===== src/rtl/game_pkg.sv =====
// Shared game constants: referee states and the screen codes exchanged with screen control.
package game_pkg;

  typedef enum logic [1:0] {IDLE, FIGHT, WIN, LOSE} referee_state_t;

  localparam logic [7:0] SCR_TITLE   = 8'h00;
  localparam logic [7:0] SCR_GAME    = 8'h01;
  localparam logic [7:0] SCR_VICTORY = 8'h02;
  localparam logic [7:0] SCR_DEFEAT  = 8'h03;

endpackage


===== src/rtl/hit_tracker.sv =====
// One fighter's health and post-hit cooldown counters.
// Hits are sampled only when tick_en is high, and are ignored while the cooldown runs.
module hit_tracker #(
  parameter int MAX_HEALTH   = 8,
  parameter int HIT_COOLDOWN = 16,
  localparam int HW = $clog2(MAX_HEALTH + 1)
) (
  input  logic          Clk,
  input  logic          Reset,
  input  logic          load,
  input  logic          tick_en,
  input  logic          hit,
  output logic [HW-1:0] health,
  output logic          lethal
);

  localparam int CW = (HIT_COOLDOWN > 0) ? $clog2(HIT_COOLDOWN + 1) : 1;
  localparam logic [HW-1:0] HEALTH_MAX = HW'(MAX_HEALTH);
  localparam logic [CW-1:0] COOL_MAX   = CW'(HIT_COOLDOWN);

  logic [CW-1:0] cool;
  logic          land;

  assign land   = tick_en && hit && (cool == '0) && (health != '0);
  // Lets the referee give a bout-ending hit priority over an abort in the same cycle.
  assign lethal = land && (health == HW'(1));

  always_ff @(posedge Clk or posedge Reset) begin
    if (Reset) begin
      health <= HEALTH_MAX;
      cool   <= '0;
    end else if (load) begin
      health <= HEALTH_MAX;
      cool   <= '0;
    end else if (tick_en) begin
      if (land) begin
        health <= health - HW'(1);
        cool   <= COOL_MAX;
      end else if (cool != '0) begin
        cool   <= cool - CW'(1);
      end
    end
  end

endmodule


===== src/rtl/fight_referee.sv =====
// Bout referee: tracks both fighters' health and drives the victory/defeat levels
// into screen control. Outputs decode registered state only.
module fight_referee
  import game_pkg::*;
#(
  parameter int MAX_HEALTH   = 8,
  parameter int HIT_COOLDOWN = 16,
  localparam int HW = $clog2(MAX_HEALTH + 1)
) (
  input  logic          Clk,
  input  logic          Reset,
  input  logic          frame_tick,
  input  logic [7:0]    screen_code,
  input  logic          player_hit,
  input  logic          enemy_hit,
  output logic          VICTORY_sig,
  output logic          DEFEAT_sig,
  output logic [HW-1:0] player_health,
  output logic [HW-1:0] enemy_health
);

  referee_state_t state_q, state_d;
  logic           load;
  logic           tick_en;
  logic           player_lethal;
  logic           enemy_lethal;

  assign tick_en = (state_q == FIGHT) && frame_tick;

  hit_tracker #(
    .MAX_HEALTH   (MAX_HEALTH),
    .HIT_COOLDOWN (HIT_COOLDOWN)
  ) u_player (
    .Clk     (Clk),
    .Reset   (Reset),
    .load    (load),
    .tick_en (tick_en),
    .hit     (player_hit),
    .health  (player_health),
    .lethal  (player_lethal)
  );

  hit_tracker #(
    .MAX_HEALTH   (MAX_HEALTH),
    .HIT_COOLDOWN (HIT_COOLDOWN)
  ) u_enemy (
    .Clk     (Clk),
    .Reset   (Reset),
    .load    (load),
    .tick_en (tick_en),
    .hit     (enemy_hit),
    .health  (enemy_health),
    .lethal  (enemy_lethal)
  );

  always_ff @(posedge Clk or posedge Reset) begin
    if (Reset) state_q <= IDLE;
    else       state_q <= state_d;
  end

  always_comb begin
    state_d = state_q;
    load    = 1'b0;
    case (state_q)
      IDLE: begin
        // Healths are held at full while idle, so a bout always starts fresh.
        load = 1'b1;
        if (screen_code == SCR_GAME) state_d = FIGHT;
      end
      FIGHT: begin
        if (player_health == '0) begin
          state_d = LOSE;
        end else if (enemy_health == '0) begin
          state_d = WIN;
        end else if ((screen_code == SCR_TITLE) && !(player_lethal || enemy_lethal)) begin
          state_d = IDLE;
          load    = 1'b1;
        end
      end
      WIN, LOSE: begin
        if (screen_code == SCR_TITLE) begin
          state_d = IDLE;
          load    = 1'b1;
        end
      end
      default: state_d = IDLE;
    endcase
  end

  assign VICTORY_sig = (state_q == WIN);
  assign DEFEAT_sig  = (state_q == LOSE);

endmodule


===== config.mk =====
export PLATFORM = sky130hd
export DESIGN_NAME = fight_referee
export DESIGN_NICKNAME = d
export VERILOG_FILES = /design/src/rtl/game_pkg.sv /design/src/rtl/hit_tracker.sv /design/src/rtl/fight_referee.sv
export SDC_FILE = /design/constraint.sdc
export NUM_CORES = 1
export LEC_CHECK = 0
export CAP_MARGIN = 20
export CORE_MARGIN = 4
export CORE_UTILIZATION = 45
export DETAILED_ROUTE_END_ITERATION = 12
export PLACE_DENSITY = 0.68
export SYNTH_ARGS = -nofsm -noshare
export SYNTH_HDL_FRONTEND = slang
export SYNTH_SLANG_ARGS = --single-unit

===== constraint.sdc =====
create_clock -name Clk -period 2.9 [get_ports Clk]
set_input_delay 0.58 -clock Clk [delete_from_list [all_inputs] [get_ports Clk]]
set_output_delay 0.58 -clock Clk [all_outputs]
set_load 0.005 [all_outputs]

After elaboration in Yosys (flattened, before gate mapping)
Cells that the tools add are included.

Bits in registers: 20. Latch bits: 0. Memory bits (writable): 0. Memory bits (read-only): 0. Input bits: 13. Output and inout port bits: 10. Logic and storage cells: 76. Memories kept: 0.

Add/subtract/negate cells: 4. $mul: 0. Div/mod/pow operators: 0. Order comparisons: 0. Equal/unequal tests: 9. Shifts and indexed selects: 0. Muxes and demuxes: 25. Bitwise gates (word level): 0. Reductions and logical operators: 33.

Operators with widths (count): $mux W5 (8); $mux W4 (6); $logic_and A1 B1 Y1 (10); $logic_not A5 Y1 (2); $mux W2 (5); $reduce_bool A5 Y1 (2); $sub A5 B1 Y5 const B (2); $eq A4 B1 Y1 const B (2); $eq A8 B1 Y1 const B (1); $logic_not A4 Y1 (2); $logic_not A8 Y1 (1); $reduce_and A2 Y1 (4); $reduce_bool A4 Y1 (2); $sub A4 B1 Y4 const B (2); $pmux W2 S3 (1); $reduce_bool A2 Y1 (3); $reduce_bool A3 Y1 (2); $eq A2 B2 Y1 const B (2); $mux W1 (4); $ne A2 B2 Y1 const B (2); $ne A4 B1 Y1 const B (1); $pmux W1 S3 (1); $reduce_and A3 Y1 (1); $eq A2 B1 Y1 const B (1); other kinds (4) (4).

Depth between registers and ports, before layout
Depth after elaboration: 15. Mapped depth: 8. Mapped depth without buffers: 6.

Hierarchy
From an unflattened synthesis, not the netlist that was laid out.

Cells, all modules: 144. Area total of the unflattened synthesis: 1335.0 um^2.

Modules (own cells, without submodules): hit_tracker (times used 2, cells each 60, area an instance 564.3 um^2, sequential area each 226.5 um^2); fight_referee (times used 1, cells each 24, area an instance 206.4 um^2, sequential area each 50.0 um^2).

Least setup slack after synthesis
Ideal clock, no wire load.

Path kind: reg-to-reg. Start point: register u_player.health[0]. End point: register u_enemy.health[1]. Setup time: 0.156 ns. Arrival: 1.985 ns. Required time: 2.744 ns. Slack: 0.759 ns. Cell stages (with the launch flop): 9. Buffers on the path: 2. Period minus slack after synthesis: 2.141 ns. Cells stage by stage: dfrtp_1 > inv_1 > ha_1 > or3b_2 > and4_1 > buf_4 > nand3_1 > clkbuf_1 > a221oi_1.

Longest elaborated chain between the ends: 12. Elaborated cells between the ends (all ways): 16. Those cells by class: eq/ne: 1; mux: 5; reduce/logical: 10.

RTL lines: start: declaration (RTL line hit_tracker.sv:13) `output logic [HW-1:0] health,`; start signal: assignment (RTL line hit_tracker.sv:37) `health <= health - HW'(1);`; $reduce_bool A4 Y1 (RTL line hit_tracker.sv:24) `assign land = tick_en && hit && (cool == '0) && (health != '0);`; $logic_and A1 B1 Y1 (RTL line hit_tracker.sv:24); $logic_and A1 B1 Y1 (RTL line hit_tracker.sv:26) `assign lethal = land && (health == HW'(1));`; $logic_or A1 B1 Y1 (RTL line fight_referee.sv:75) `end else if ((screen_code == SCR_TITLE) && !(player_lethal || enemy_lethal)) begin`; $logic_not A1 Y1 (RTL line fight_referee.sv:75); $logic_and A1 B1 Y1 (RTL line fight_referee.sv:75); $mux W1 (RTL line fight_referee.sv:75); $mux W1 (RTL line fight_referee.sv:73) `end else if (enemy_health == '0) begin`; $mux W1 * (RTL line fight_referee.sv:71) `if (player_health == '0) begin`; $pmux W1 S3 * (RTL line fight_referee.sv:64) `case (state_q)`; $reduce_bool A2 Y1 (no source line); $reduce_and A2 Y1 (no source line); end signal: assignment (RTL line hit_tracker.sv:37); end: declaration (RTL line hit_tracker.sv:13).

Every way passes the cells marked *; elsewhere a longest branch is shown, timed or not. A chain may end at the register's enable or synchronous reset.

Worst setup path after layout
Start point: register u_enemy.health[0]. End point: register u_enemy.cool[4].

Longest elaborated chain between the ends: 12. Elaborated cells between the ends (all ways): 18. Those cells by class: eq/ne: 1; mux: 7; reduce/logical: 10.

RTL lines: $reduce_bool A4 Y1 (RTL line hit_tracker.sv:24); $logic_and A1 B1 Y1 (RTL line hit_tracker.sv:24); $logic_and A1 B1 Y1 (RTL line hit_tracker.sv:26); $logic_or A1 B1 Y1 (RTL line fight_referee.sv:75); $logic_not A1 Y1 (RTL line fight_referee.sv:75); $logic_and A1 B1 Y1 (RTL line fight_referee.sv:75); $mux W1 (RTL line fight_referee.sv:75); $mux W1 (RTL line fight_referee.sv:73); $mux W1 (RTL line fight_referee.sv:71); $pmux W1 S3 (RTL line fight_referee.sv:64); $reduce_bool A3 Y1 (no source line) / $reduce_bool A2 Y1 (equally long branches); $reduce_and A2 Y1 (no source line); end signal: assignment (RTL line hit_tracker.sv:40) `cool <= cool - CW'(1);`; end: declaration (RTL line hit_tracker.sv:21) `logic [CW-1:0] cool;`.

Several ways; a longest one is shown, not always the timed one. The select of a mux whose other input is x is not followed.

==> flow_summary.html <==
<table>
<tr><th>Metric</th><th>Value</th></tr>
<tr><th colspan="2">Run status</th></tr>
<tr><td>Run status</td><td>complete, no violations</td></tr>
<tr><th colspan="2">Yosys</th></tr>
<tr><td>Gate count of the mapped netlist</td><td>147</td></tr>
<tr><td>Number of distinct standard cells referenced by the synthesized netlist</td><td>49</td></tr>
<tr><td>Netlist area before placement</td><td>1370 um2</td></tr>
<tr><td>Count of flip-flops with a built-in enable after synthesis</td><td>0</td></tr>
<tr><td>Yosys warning count</td><td>0</td></tr>
<tr><td>Proportion of synthesized chip area in sequential cells</td><td>36.7%</td></tr>
<tr><td>Main flop type after synthesis</td><td>dfrtp_1</td></tr>
<tr><td>Leading post-synthesis cells by cell area</td><td>dfrtp_1, ha_1, inv_1, nand3_1, dfstp_2</td></tr>
<tr><td>Flip-flop and latch count after synthesis</td><td>20</td></tr>
<tr><td>Async set-reset flop share out of synthesis</td><td>100%</td></tr>
<tr><td>Post-synthesis cell type with the largest combined area</td><td>dfrtp_1</td></tr>
<tr><td>Post-synthesis net count</td><td>169</td></tr>
<tr><td>Area fraction of the dominant cell type after synthesis</td><td>32.8%</td></tr>
<tr><td>Avg Synthesized Cell Area</td><td>9.33 um2</td></tr>
<tr><th colspan="2">Setup path</th></tr>
<tr><td>Buf/Inv on CP</td><td>2</td></tr>
<tr><td>Required time of the worst setup path</td><td>3110 ps</td></tr>
<tr><td>Crit path largest cell delay</td><td>670 ps</td></tr>
<tr><td>Crit start category</td><td>flip-flop</td></tr>
<tr><td>Element type at the critical path end</td><td>flip-flop</td></tr>
<tr><td>Arrival time of data at the critical path endpoint</td><td>2560 ps</td></tr>
<tr><td>Critical path cell sequence</td><td>inv_1 -&gt; ha_1 -&gt; or4b_2 -&gt; nor4_4 -&gt; o31ai_2 -&gt; buf_4 -&gt; a221oi_1</td></tr>
<tr><td>Delay-heaviest family, CP</td><td>simple AND/OR/NAND/NOR gates</td></tr>
<tr><td>Crit Path Max Fanout</td><td>15</td></tr>
<tr><td>Cell with the biggest individual delay on the critical path</td><td>or4b_2</td></tr>
<tr><td>Worst setup path class</td><td>reg2reg</td></tr>
<tr><th colspan="2">CTS</th></tr>
<tr><td>Worst skew pair latency</td><td>300 ps</td></tr>
<tr><td>Bufs on Longest Clock Path</td><td>2</td></tr>
<tr><td>Count of H-tree levels built during CTS</td><td>1</td></tr>
<tr><td>Number of buffers created by CTS</td><td>3</td></tr>
<tr><td>Clock sink total</td><td>20</td></tr>
<tr><td>Cts repair resizes</td><td>0</td></tr>
<tr><td>CTS clock-pin slew for the worst setup and hold paths</td><td>110 ps</td></tr>
<tr><td>Number of setup buffers added after CTS</td><td>0</td></tr>
<tr><td>Clock root buffer master</td><td>clkbuf_4</td></tr>
<tr><td>Number of buffers added to fix hold violations after cts</td><td>0</td></tr>
<tr><td>CTS tree</td><td>built</td></tr>
<tr><th colspan="2">STA</th></tr>
<tr><td>Pin slew with the least headroom to its limit</td><td>788 ps</td></tr>
<tr><td>Setup Skew</td><td>2.02 ps</td></tr>
<tr><td>Hold Vio Cnt, Final</td><td>0</td></tr>
<tr><td>Headroom to the max-slew limit</td><td>47.4%</td></tr>
<tr><td>Final critical-path share of the clock period</td><td>81.1%</td></tr>
<tr><td>Crit path setup slack, layout</td><td>549 ps</td></tr>
<tr><td>RSZ-0062 raised after global routing</td><td>no</td></tr>
<tr><td>Fin Hold WS</td><td>604 ps</td></tr>
<tr><td>Count of pins over their slew limit</td><td>0</td></tr>
<tr><td>Setup violation total in the final timing report</td><td>0</td></tr>
<tr><td>FMAX</td><td>0.425 GHz</td></tr>
<tr><td>Final critical-path required period</td><td>2350 ps</td></tr>
<tr><td>Sum Neg Setup Slack</td><td>0 ps</td></tr>
<tr><th colspan="2">Floorplanning</th></tr>
<tr><td>Number of cell rows</td><td>19</td></tr>
<tr><td>Initial Utilization</td><td>48.5%</td></tr>
<tr><td>I/O pin count</td><td>23</td></tr>
<tr><td>Die area</td><td>3990 um2</td></tr>
<tr><td>Vertical die dimension</td><td>63.2 um</td></tr>
<tr><td>DIE WIDTH</td><td>63.2 um</td></tr>
<tr><td>Core area</td><td>2830 um2</td></tr>
<tr><th colspan="2">Placed design</th></tr>
<tr><td>Post-place instance area</td><td>1630 um2</td></tr>
<tr><td>Placed instance count</td><td>199</td></tr>
<tr><td>Routability congestion estimate from global placement</td><td>0.810</td></tr>
<tr><td>Input/output buffers</td><td>22</td></tr>
<tr><td>Half-perimeter wire length after detailed placement</td><td>2410 um</td></tr>
<tr><td>Setup slack after placement</td><td>475 ps</td></tr>
<tr><th colspan="2">Global routing</th></tr>
<tr><td>Number of global-route vias before repair</td><td>1206</td></tr>
<tr><td>Global-route wire length before repair</td><td>5590 um</td></tr>
<tr><td>Overall track demand over capacity in global routing</td><td>17.1%</td></tr>
<tr><td>Largest net degree at the start of global routing</td><td>21</td></tr>
<tr><td>Overflow left after global routing</td><td>0</td></tr>
<tr><td>Number of antenna violations at the first check in global routing</td><td>0</td></tr>
<tr><th colspan="2">Finish</th></tr>
<tr><td>Number of nets in the layout</td><td>195</td></tr>
<tr><td>Layout Utilization</td><td>58.9%</td></tr>
<tr><td>Most common cell after layout, fill and taps aside</td><td>clkdlybuf4s50_1</td></tr>
<tr><td>Area added between synthesis and finish</td><td>21.4%</td></tr>
<tr><td>Inserted Diodes</td><td>0</td></tr>
<tr><td>Commonest cells after routing, fill and taps aside</td><td>clkdlybuf4s50_1, dfrtp_1, inv_1</td></tr>
<tr><td>Finished Layout Cells</td><td>203</td></tr>
<tr><td>Layout cell share with drive strength beyond 1</td><td>11.6%</td></tr>
<tr><td>Finished Cell Area</td><td>1670 um2</td></tr>
<tr><th colspan="2">Job</th></tr>
<tr><td>Max capacitance violation total</td><td>0</td></tr>
<tr><th colspan="2">Route</th></tr>
<tr><td>Number of vias per cell after detailed routing</td><td>5.99</td></tr>
<tr><td>Vias</td><td>1215</td></tr>
<tr><td>Starting DRT DRC Count</td><td>55</td></tr>
<tr><td>Average routed wire per standard cell</td><td>15.5 um</td></tr>
<tr><td>Post-DRT Antenna Nets</td><td>0</td></tr>
<tr><td>Total wirelength of the detailed-routed design</td><td>3140 um</td></tr>
<tr><td>Number of detailed-routing iterations run before antenna repair</td><td>4</td></tr>
<tr><td>Remaining design rule violation count</td><td>0</td></tr>
<tr><th colspan="2">Worst hold path</th></tr>
<tr><td>Hold/Removal Path Class</td><td>reg2reg</td></tr>
<tr><th colspan="2">Power</th></tr>
<tr><td>Overall power of the completed layout</td><td>1.48 mW</td></tr>
<tr><td>Power Dens Cells</td><td>890 nW/um2</td></tr>
<tr><td>Worst IR Drop VDD</td><td>0.457 mV</td></tr>
<tr><td>Standby leakage power</td><td>0.719 nW</td></tr>
</table>
==> sequential cells by signal (all words and copies together), names as in the netlist <==
signal / count
state_q: 2
u_player.cool: 5
u_player.health: 4
u_enemy.cool: 5
u_enemy.health: 4
==> worst paths after layout <==
path	slack (ps)	end	startpoint	cells past startpoint
max in group asynchronous	1710	u_enemy.cool[0]	Reset	2
max	550	u_enemy.cool[4]	u_enemy.health[0]	7
min in group asynchronous	710	u_player.cool[2]	Reset	2
min reg2reg	600	u_enemy.cool[0]	u_enemy.cool[0]	2
max reg2reg	550	u_enemy.cool[4]	u_enemy.health[0]	7
min	600	u_enemy.cool[0]	u_enemy.cool[0]	2
==> routing by layer <==
metal | routed length (um) | share of wire, % | GRT usage, %
met5 | 0 | 0 | 0
met3 | 205 | 6.5 | 4.80
met1 | 1390 | 44 | 22.3
met4 | 17 | 0.54 | 3.50
met2 | 1530 | 49 | 28.5
==> cells in the mapped netlist, types with 3 or more instances <==
library cell / number
xor2_1: 4
inv_1: 15
xnor2_1: 3
a21oi_1: 10
nor2_1: 12
nand3_1: 11
nand2_1: 3
nand4_1: 4
nor3_1: 5
o21ai_0: 5
a221oi_1: 4
dfrtp_1: 18
ha_1: 9
==> worst register-to-register path: cells and delay by family, from the launching register on <==
kind	cells	cell delay, ps
AOI/OAI and AO/OA	2	390
adders and majority gates	1	230
buffers and inverters	2	280
DFF	1	450
and+or+nand+nor	2	910
==> cell families (layout without fill, tap and decap cells) <==
family / Yosys count / count (layout) / share of synthesized area (%)
xor+xnor: 7 / 7 / 4.47
fa+ha+maj: 9 / 9 / 8.21
compound gates: 33 / 33 / 17.6
buf+inv: 20 / 45 / 6.39
simple gates: 56 / 56 / 25.2
flops: 20 / 20 / 36.7
mux: 2 / 2 / 1.46
==> report_power, final <==
part,switching [mW],leakage [nW],internal (mW)
sequential,0.123,0.257,0.389
combinational,0.420,0.442,0.387
clock,0.0874,0.0210,0.0767
total,0.630,0.719,0.853
==> cell type report <==
cell class              instances  area, um2
well taps                      31       38.8
multi-input cells             107        781
inverters                      15       56.3
clock buffers                   4       36.3
repair buffers                 26        250
fillers                       265       1160
flip-flops and latches         20        503
(Power assumes the default switching activity.)
